$ cat src/rtl/im_access_ctrl_if.sv
// Bundle of loader, fetch and instruction-memory signals owned by im_access_ctrl.
// slave: the controller side; master: requesters plus the memory.
interface im_access_ctrl_if #(
  parameter int unsigned ADDR_W = 12,
  parameter int unsigned DATA_W = 16
);
  logic              ld_req;
  logic [ADDR_W-1:0] ld_addr;
  logic [DATA_W-1:0] ld_data;
  logic              ld_ack;
  logic              ld_done;
  logic              f_req;
  logic [ADDR_W-1:0] f_addr;
  logic              f_gnt;
  logic              f_valid;
  logic [DATA_W-1:0] f_data;
  logic              cpu_hold;
  logic              we_im;
  logic [ADDR_W-1:0] add_im;
  logic [DATA_W-1:0] data_im_in;
  logic [DATA_W-1:0] out_im;

  modport slave (
    input  ld_req, ld_addr, ld_data, ld_done, f_req, f_addr, out_im,
    output ld_ack, f_gnt, f_valid, f_data, cpu_hold, we_im, add_im, data_im_in
  );

  modport master (
    output ld_req, ld_addr, ld_data, ld_done, f_req, f_addr, out_im,
    input  ld_ack, f_gnt, f_valid, f_data, cpu_hold, we_im, add_im, data_im_in
  );
endinterface

$ cat src/rtl/im_access_ctrl.sv
// Boot sequencer and loader/fetch arbiter in front of instruction_mem.
// Define IMC_WRITE_PROTECT_EN to forbid loader writes after boot (adds wp_err).
module im_access_ctrl #(
  parameter int unsigned ADDR_W    = 12,
  parameter int unsigned DATA_W    = 16,
  parameter int unsigned RD_LAT    = 1,
  parameter int unsigned MAX_BURST = 4
) (
  input logic              clk,
  input logic              rst_n,
  im_access_ctrl_if.slave  bus
`ifdef IMC_WRITE_PROTECT_EN
  ,
  output logic             wp_err
`endif
);

  typedef enum logic [0:0] {StBoot, StRun} state_e;

  state_e            state_q, state_d;
  logic              ld_win, f_win;
  logic              we_q, we_d;
  logic [ADDR_W-1:0] add_q, add_d;
  logic [DATA_W-1:0] data_q, data_d;
  logic [RD_LAT-1:0] rd_pipe_q, rd_pipe_d;
  logic              f_valid_q;
  logic [DATA_W-1:0] f_data_q;

`ifndef IMC_WRITE_PROTECT_EN
  localparam int unsigned BurstW = 4;
  logic [BurstW-1:0] burst_q, burst_d;
`endif

  always_comb begin
    state_d = state_q;
    ld_win  = 1'b0;
    f_win   = 1'b0;
`ifndef IMC_WRITE_PROTECT_EN
    burst_d = '0;
`endif
    unique case (state_q)
      StBoot: begin
        // A write presented with ld_done still completes; RUN starts next cycle.
        ld_win = bus.ld_req;
        if (bus.ld_done) state_d = StRun;
      end
      StRun: begin
`ifdef IMC_WRITE_PROTECT_EN
        f_win = bus.f_req;
`else
        if (bus.f_req && (!bus.ld_req || burst_q == BurstW'(MAX_BURST))) begin
          f_win = 1'b1;
        end else begin
          ld_win = bus.ld_req;
        end
        if (ld_win && bus.f_req) burst_d = burst_q + BurstW'(1);
`endif
      end
      default: state_d = StBoot;
    endcase
  end

  always_comb begin
    we_d   = 1'b0;
    add_d  = add_q;
    data_d = data_q;
    if (ld_win) begin
      we_d   = 1'b1;
      add_d  = bus.ld_addr;
      data_d = bus.ld_data;
    end else if (f_win) begin
      add_d = bus.f_addr;
    end
    // Bit k set means a read address has been on add_im for k+1 edges.
    rd_pipe_d = (rd_pipe_q << 1) | RD_LAT'(f_win);
  end

  always_ff @(posedge clk) begin
    if (!rst_n) begin
      state_q   <= StBoot;
      we_q      <= 1'b0;
      add_q     <= '0;
      data_q    <= '0;
      rd_pipe_q <= '0;
      f_valid_q <= 1'b0;
      f_data_q  <= '0;
    end else begin
      state_q   <= state_d;
      we_q      <= we_d;
      add_q     <= add_d;
      data_q    <= data_d;
      rd_pipe_q <= rd_pipe_d;
      f_valid_q <= rd_pipe_q[RD_LAT-1];
      if (rd_pipe_q[RD_LAT-1]) f_data_q <= bus.out_im;
    end
  end

`ifndef IMC_WRITE_PROTECT_EN
  always_ff @(posedge clk) begin
    if (!rst_n) begin
      burst_q <= '0;
    end else begin
      burst_q <= burst_d;
    end
  end
`else
  assign wp_err = (state_q == StRun) && bus.ld_req;
`endif

  assign bus.ld_ack     = ld_win;
  assign bus.f_gnt      = f_win;
  assign bus.f_valid    = f_valid_q;
  assign bus.f_data     = f_data_q;
  assign bus.cpu_hold   = (state_q == StBoot);
  assign bus.we_im      = we_q;
  assign bus.add_im     = add_q;
  assign bus.data_im_in = data_q;

endmodule

$ cat src/flat_wrapper.sv
// flat-port wrapper written by rule: the top's interface ports become plain ports
module im_access_ctrl_flat 
#(
  parameter int unsigned ADDR_W    = 12,
  parameter int unsigned DATA_W    = 16,
  parameter int unsigned RD_LAT    = 1,
  parameter int unsigned MAX_BURST = 4
)
  (clk, rst_n, bus_ld_req, bus_ld_addr, bus_ld_data, bus_ld_done, bus_f_req, bus_f_addr, bus_out_im, bus_ld_ack, bus_f_gnt, bus_f_valid, bus_f_data, bus_cpu_hold, bus_we_im, bus_add_im, bus_data_im_in);
  im_access_ctrl_if #(.ADDR_W(ADDR_W), .DATA_W(DATA_W)) bus_i ();
  input logic clk;
  input logic rst_n;
  input wire logic [$bits(bus_i.ld_req)-1:0] bus_ld_req;
  input wire logic [$bits(bus_i.ld_addr)-1:0] bus_ld_addr;
  input wire logic [$bits(bus_i.ld_data)-1:0] bus_ld_data;
  input wire logic [$bits(bus_i.ld_done)-1:0] bus_ld_done;
  input wire logic [$bits(bus_i.f_req)-1:0] bus_f_req;
  input wire logic [$bits(bus_i.f_addr)-1:0] bus_f_addr;
  input wire logic [$bits(bus_i.out_im)-1:0] bus_out_im;
  output wire logic [$bits(bus_i.ld_ack)-1:0] bus_ld_ack;
  output wire logic [$bits(bus_i.f_gnt)-1:0] bus_f_gnt;
  output wire logic [$bits(bus_i.f_valid)-1:0] bus_f_valid;
  output wire logic [$bits(bus_i.f_data)-1:0] bus_f_data;
  output wire logic [$bits(bus_i.cpu_hold)-1:0] bus_cpu_hold;
  output wire logic [$bits(bus_i.we_im)-1:0] bus_we_im;
  output wire logic [$bits(bus_i.add_im)-1:0] bus_add_im;
  output wire logic [$bits(bus_i.data_im_in)-1:0] bus_data_im_in;
  assign bus_i.ld_req = bus_ld_req;
  assign bus_i.ld_addr = bus_ld_addr;
  assign bus_i.ld_data = bus_ld_data;
  assign bus_i.ld_done = bus_ld_done;
  assign bus_i.f_req = bus_f_req;
  assign bus_i.f_addr = bus_f_addr;
  assign bus_i.out_im = bus_out_im;
  assign bus_ld_ack = bus_i.ld_ack;
  assign bus_f_gnt = bus_i.f_gnt;
  assign bus_f_valid = bus_i.f_valid;
  assign bus_f_data = bus_i.f_data;
  assign bus_cpu_hold = bus_i.cpu_hold;
  assign bus_we_im = bus_i.we_im;
  assign bus_add_im = bus_i.add_im;
  assign bus_data_im_in = bus_i.data_im_in;
  im_access_ctrl #(.ADDR_W(ADDR_W), .DATA_W(DATA_W), .RD_LAT(RD_LAT), .MAX_BURST(MAX_BURST)) u_core (.clk(clk), .rst_n(rst_n), .bus(bus_i));
endmodule
$ cat config.mk
export PLATFORM = sky130hd
export DESIGN_NAME = im_access_ctrl_flat
export DESIGN_NICKNAME = d
export VERILOG_FILES = /design/src/rtl/im_access_ctrl_if.sv /design/src/rtl/im_access_ctrl.sv /design/src/flat_wrapper.sv
export SDC_FILE = /design/constraint.sdc
export NUM_CORES = 1
export LEC_CHECK = 0
export CAP_MARGIN = 10
export CORE_MARGIN = 8
export CORE_UTILIZATION = 41
export DETAILED_ROUTE_END_ITERATION = 10
export PLACE_DENSITY = 0.77
export SYNTH_ARGS = -nofsm -noshare
export SYNTH_HDL_FRONTEND = slang
export SYNTH_SLANG_ARGS = --single-unit
$ cat constraint.sdc
create_clock -name clk -period 1.8 [get_ports clk]
set_clock_uncertainty 0.1 [all_clocks]
set_input_delay 0.27 -clock clk [delete_from_list [all_inputs] [get_ports clk]]
set_output_delay 0.27 -clock clk [all_outputs]
set_load 0.005 [all_outputs]
# --- Word level (Yosys, flattened, before mapping) ---
# Index checks and enable logic that the tools add are counted.
totals:
  reg_bits: 52
  input_bits: 61
  output_inout_bits: 49
classes:
  add_sub_neg: 1
  eq_ne: 1
  muxes: 10
  bitwise_logic: 1
  n_reduce_logical: 6
ops:
  columns: ["op", "n"]
  rows:
  - ["12-bit two-way mux", 2]
  - ["1-bit two-way mux", 7]
  - ["4-bit by 1-bit adder with 4-bit output (second input constant)", 1]
  - ["4-bit by 3-bit equality test with 1-bit output (second input constant)", 1]
  - ["3-bit AND reduction", 1]
  - ["1-bit logical AND", 2]
  - ["1-bit one-hot mux with 2 select lines", 1]
  - ["2-bit nonzero test", 1]
  - ["1-bit logical NOT", 1]
  - ["1-bit logical OR", 1]
  - ["1-bit inverter", 1]

# --- Longest topological paths before layout ---
logic_depth:
  depth_word: 7
  mapped_depth: 7

# --- Worst setup path before layout ---
# OpenSTA, ideal clock, no wires.
synth_timing:
  path_kind: "reg-to-output"
  start: "reg u_core.burst_q[0]"
  end: "out bus_ld_ack"
  arrival_time_ps: 1225
  required_time_ps: 1430
  slack_ps: 205
  stages_incl_launch_ff: 7
  n_path_buf: 2
  cell_sequence: "dfxtp_1 > inv_1 > ha_1 > and3b_1 > a21boi_2 > buf_6 > buf_8"
synth_between:
  elab_chain_cells: 6
synth_lines:
  columns: ["element", "line", "source"]
  rows:
  - ["start: declaration", "im_access_ctrl.sv:31", "logic [BurstW-1:0] burst_q, burst_d;"]
  - ["start signal: assignment", "im_access_ctrl.sv:103", "burst_q <= burst_d;"]
  - ["4-bit by 3-bit equality test with 1-bit output", "im_access_ctrl.sv:51", "if (bus.f_req && (!bus.ld_req || burst_q == BurstW'(MAX_BURST))) begin"]
  - ["1-bit logical OR", "im_access_ctrl.sv:51", null]
  - ["1-bit logical AND", "im_access_ctrl.sv:51", null]
  - ["1-bit two-way mux", "im_access_ctrl.sv:51", null]
  - ["1-bit two-way mux", "im_access_ctrl.sv:41", "unique case (state_q)"]
  - ["1-bit one-hot mux with 2 select lines", "im_access_ctrl.sv:41", null]
  - ["end: declaration", "flat_wrapper.sv:20", "output wire logic [$bits(bus_i.ld_ack)-1:0] bus_ld_ack;"]
# No other way between the ends. The select of a mux whose other input is x is not followed.

# --- Worst setup path in the final report ---
# Same ends and word-level chain as after synthesis.

==> results.json <==
{
  "final_hold_slack_ns": 0.3170,
  "post_route_cells_drive_above_1_share_pct": 7.843,
  "synthDominantCellAreaShare_pct": 45.34,
  "remaining_antenna_violation_count_after_routing": 0,
  "route.vias.total": 2085,
  "grt_overflow": 0,
  "grt_max_degree": 38,
  "synth_seq_area_share_pct": 45.34,
  "grt_setup_unrepaired": "no",
  "path_max_fanout": 2,
  "fin_crit_ns": 1.719,
  "timing.critical_path.to_type": "output pin",
  "synth_enable_flop_cells": 0,
  "clk_latency_ns": 0.30,
  "layout_stage_area_growth_over_the_synthesis_result_pct": 55.64,
  "synth_cell_types": 25,
  "synth_area_leader_cell": "sky130_fd_sc_hd__dfxtp_1",
  "vias_in_the_first_global_route": 2027,
  "worstHoldPathType": "input pin to register",
  "synth_warnings": 0,
  "numPlacedInstances": 421,
  "timing.slew.headroom_pct": 71.04,
  "ioPinCount": 110,
  "viasPerCell": 4.860,
  "finalHoldViolCount": 0,
  "cts_made_buffers": 5,
  "design_power_total_mw": 2.377,
  "ys.flop_type": "sky130_fd_sc_hd__dfxtp_1",
  "total_of_hold_buffers_inserted_after_clock_tree_synthesis": 0,
  "post_synthesis_register_bit_count": 52,
  "drt_wl_total_um": 6348,
  "synth_area_um2": 2296,
  "ys_async_sr_fraction_pct": 0,
  "run_status": "finished, final reports clean",
  "sink_count_of_the_clock_tree": 52,
  "design.final.nets": 419,
  "routabilityCongestion": 0.7855,
  "grt_use_total_pct": 15.27,
  "cellLeakagePower_nw": 1.374,
  "data_required_time_at_the_worst_endpoint_ns": 1.43,
  "combined_area_of_the_multi_input_logic_cells_um2": 1137,
  "area_taken_by_flip_flops_and_latches_um2": 1042,
  "antenna_found_initial": 0,
  "critical_path_arrival_ns": 1.35,
  "wire_length_of_the_first_global_routing_pass_um": 10430,
  "num_antenna_cells": 0,
  "power_density_nw_per_um2": 665.2,
  "synth.most_common_cell": "sky130_fd_sc_hd__dfxtp_1",
  "post_cts_buffers": 0,
  "core-area_um2": 5473,
  "die_y_um": 90.83,
  "setup_violations": 0,
  "clock_tree.root_cell": "sky130_fd_sc_hd__clkbuf_8",
  "post_synth_inst_count": 248,
  "synth.net_count": 311,
  "crit_path_start_kind": "register",
  "post_drt_wl_per_cell_um": 14.80,
  "power.ir.vdd_worst_v": 0.0003960,
  "netlist_top_cells_count": "sky130_fd_sc_hd__dfxtp_1 (52), sky130_fd_sc_hd__mux2i_1 (44), sky130_fd_sc_hd__nand2_1 (44), sky130_fd_sc_hd__nor2b_1 (16)",
  "detailed_place_hpwl_um": 4855,
  "synth.avg_cell_area_um2": 9.258,
  "cts.htree.levels": 2,
  "start_util_pct": 41.95,
  "drc": 0,
  "min_period_over_period_pct": 95.51,
  "tritoncts": "built",
  "synth.area.top_cells": "sky130_fd_sc_hd__dfxtp_1 (45%), sky130_fd_sc_hd__mux2i_1 (19%), sky130_fd_sc_hd__nand2_1 (7.2%)",
  "fillers": 480,
  "detail_route.first_pass.iterations": 4,
  "worst_pin_slew_ns": 0.4343,
  "highest_attainable_clock_frequency_mhz": 581.7,
  "instances_no_fill": 429,
  "dr.first_iter.drc_count": 68,
  "slew_violations": 0,
  "die-area_um2": 8250,
  "die_x_um": 90.83,
  "place.port_buffers": 109,
  "std_cell_rows": 27,
  "final_tns_setup_ns": 0,
  "cts.path.max_buffers": 2,
  "worst_setup_hold_path_clk_slew_ns": 0.09,
  "drv.max_cap_violation_count": 0,
  "critPathKind": "register to output pin"
}
[cell usage in the layout, fill, tap and decap left out]
| cell | synthesis | final |
|---|---|---|
| sky130_fd_sc_hd__a21boi_2 | 1 | 2 |
| sky130_fd_sc_hd__a21oi_1 | 12 | 12 |
| sky130_fd_sc_hd__and2_1 | 4 | 3 |
| sky130_fd_sc_hd__and2_4 | 0 | 1 |
| sky130_fd_sc_hd__and3b_2 | 0 | 1 |
| sky130_fd_sc_hd__buf_12 | 0 | 2 |
| sky130_fd_sc_hd__buf_2 | 9 | 2 |
| sky130_fd_sc_hd__buf_4 | 1 | 11 |
| sky130_fd_sc_hd__clkbuf_1 | 8 | 2 |
| sky130_fd_sc_hd__clkbuf_2 | 0 | 1 |
| sky130_fd_sc_hd__clkbuf_8 | 0 | 6 |
| sky130_fd_sc_hd__clkdlybuf4s50_1 | 0 | 106 |
| sky130_fd_sc_hd__dfxtp_1 | 52 | 51 |
| sky130_fd_sc_hd__dfxtp_2 | 0 | 1 |
| sky130_fd_sc_hd__ha_1 | 2 | 1 |
| sky130_fd_sc_hd__ha_2 | 0 | 1 |
| sky130_fd_sc_hd__inv_1 | 4 | 4 |
| sky130_fd_sc_hd__mux2i_1 | 44 | 44 |
| sky130_fd_sc_hd__nand2_1 | 44 | 44 |
| sky130_fd_sc_hd__nand3_1 | 13 | 13 |
| sky130_fd_sc_hd__nand3b_1 | 1 | 1 |
| sky130_fd_sc_hd__nand4_1 | 1 | 1 |
| sky130_fd_sc_hd__nor2_1 | 4 | 4 |
| sky130_fd_sc_hd__nor2b_1 | 16 | 16 |
| sky130_fd_sc_hd__o21a_1 | 13 | 13 |
| sky130_fd_sc_hd__o22ai_1 | 12 | 12 |
| sky130_fd_sc_hd__xnor2_1 | 1 | 1 |
| sky130_fd_sc_hd__xor2_1 | 1 | 1 |
[cells by family (layout without fill, tap and decap cells)]
family	Yosys count	after routing	synth area share (%)
XOR/XNOR	2	2	0.7631
buffers and inverters	25	134	5.558
AO/OA/AOI/OAI	39	39	10.95
flip-flops	52	52	45.34
multiplexers	44	44	19.18
AND/OR/NAND/NOR	84	84	17.11
adder cells (fa/ha/maj)	2	2	1.090
[repair_timing]
item | 4_1_cts | 5_1_grt
gates cloned | 0 | 0
gates resized for setup | 8 | 5
endpoints found under the setup margin | 2 | 2
pin swaps | 1 | 3
[power by group]
group          internal (mW)  switching (mW)  total, mW
Sequential              1.21          0.0272       1.23
Clock                  0.315           0.363      0.678
Combinational          0.303           0.164      0.467
Total                   1.82           0.554       2.38
[flip-flops by register name (all words and copies together) (netlist names)]
name                   count
u_core.rd_pipe_q           1
u_core.burst_q             4
u_core.bus.f_data         16
u_core.bus.f_valid         1
u_core.bus.add_im         12
u_core.bus.data_im_in     16
u_core.bus.we_im           1
u_core.state_q             1
[critical path, stage by stage (launching register included)]
cell and delay (ns):
sky130_fd_sc_hd__dfxtp_2 0.33, sky130_fd_sc_hd__inv_1 0.04, sky130_fd_sc_hd__ha_2 0.17, sky130_fd_sc_hd__and3b_2 0.20, sky130_fd_sc_hd__a21boi_2 0.16, sky130_fd_sc_hd__buf_2 0.14
[final timing paths]
kind,startpoint,to,slack (ns),depth (start not counted)
worst max register to register,u_core.burst_q[0],u_core.bus.data_im_in[4],0.18,6
worst max-delay path,u_core.burst_q[0],bus_ld_ack,0.08,5
worst min register to register,u_core.bus.data_im_in[7],u_core.bus.data_im_in[7],0.36,2
worst min-delay path,rst_n,u_core.bus.add_im[0],0.32,2
[metal layers]
| layer | part of all wire [%] | global-route usage (%) | wire length, um |
|---|---|---|---|
| met1 | 44 | 18.37 | 2796 |
| met2 | 50 | 25.94 | 3183 |
| met3 | 4.7 | 3.741 | 298 |
| met4 | 1.1 | 4.911 | 70 |
| met5 | 0 | 0 | 0 |
[area by class of cell]
cell class | count | area share [%]
multi-input combinational | 171 | 31.83
clock buffer | 8 | 2.521
sequential | 52 | 29.17
inverter | 4 | 0.4202
timing repair buffer | 122 | 33.54
tap | 72 | 2.521
[through the flow]
step,utilization (%),area [um^2],setup WS (ns)
finish,65.29,3573,0.08077
global route,65.29,3573,0.01108
CTS,65.27,3572,0.01141
detailed placement,63.63,3482,-0.3924
global placement,63.63,3482,-0.3321
floorplan,-,2296,0.2054
No activity file was read; power rests on OpenSTA's default activity.
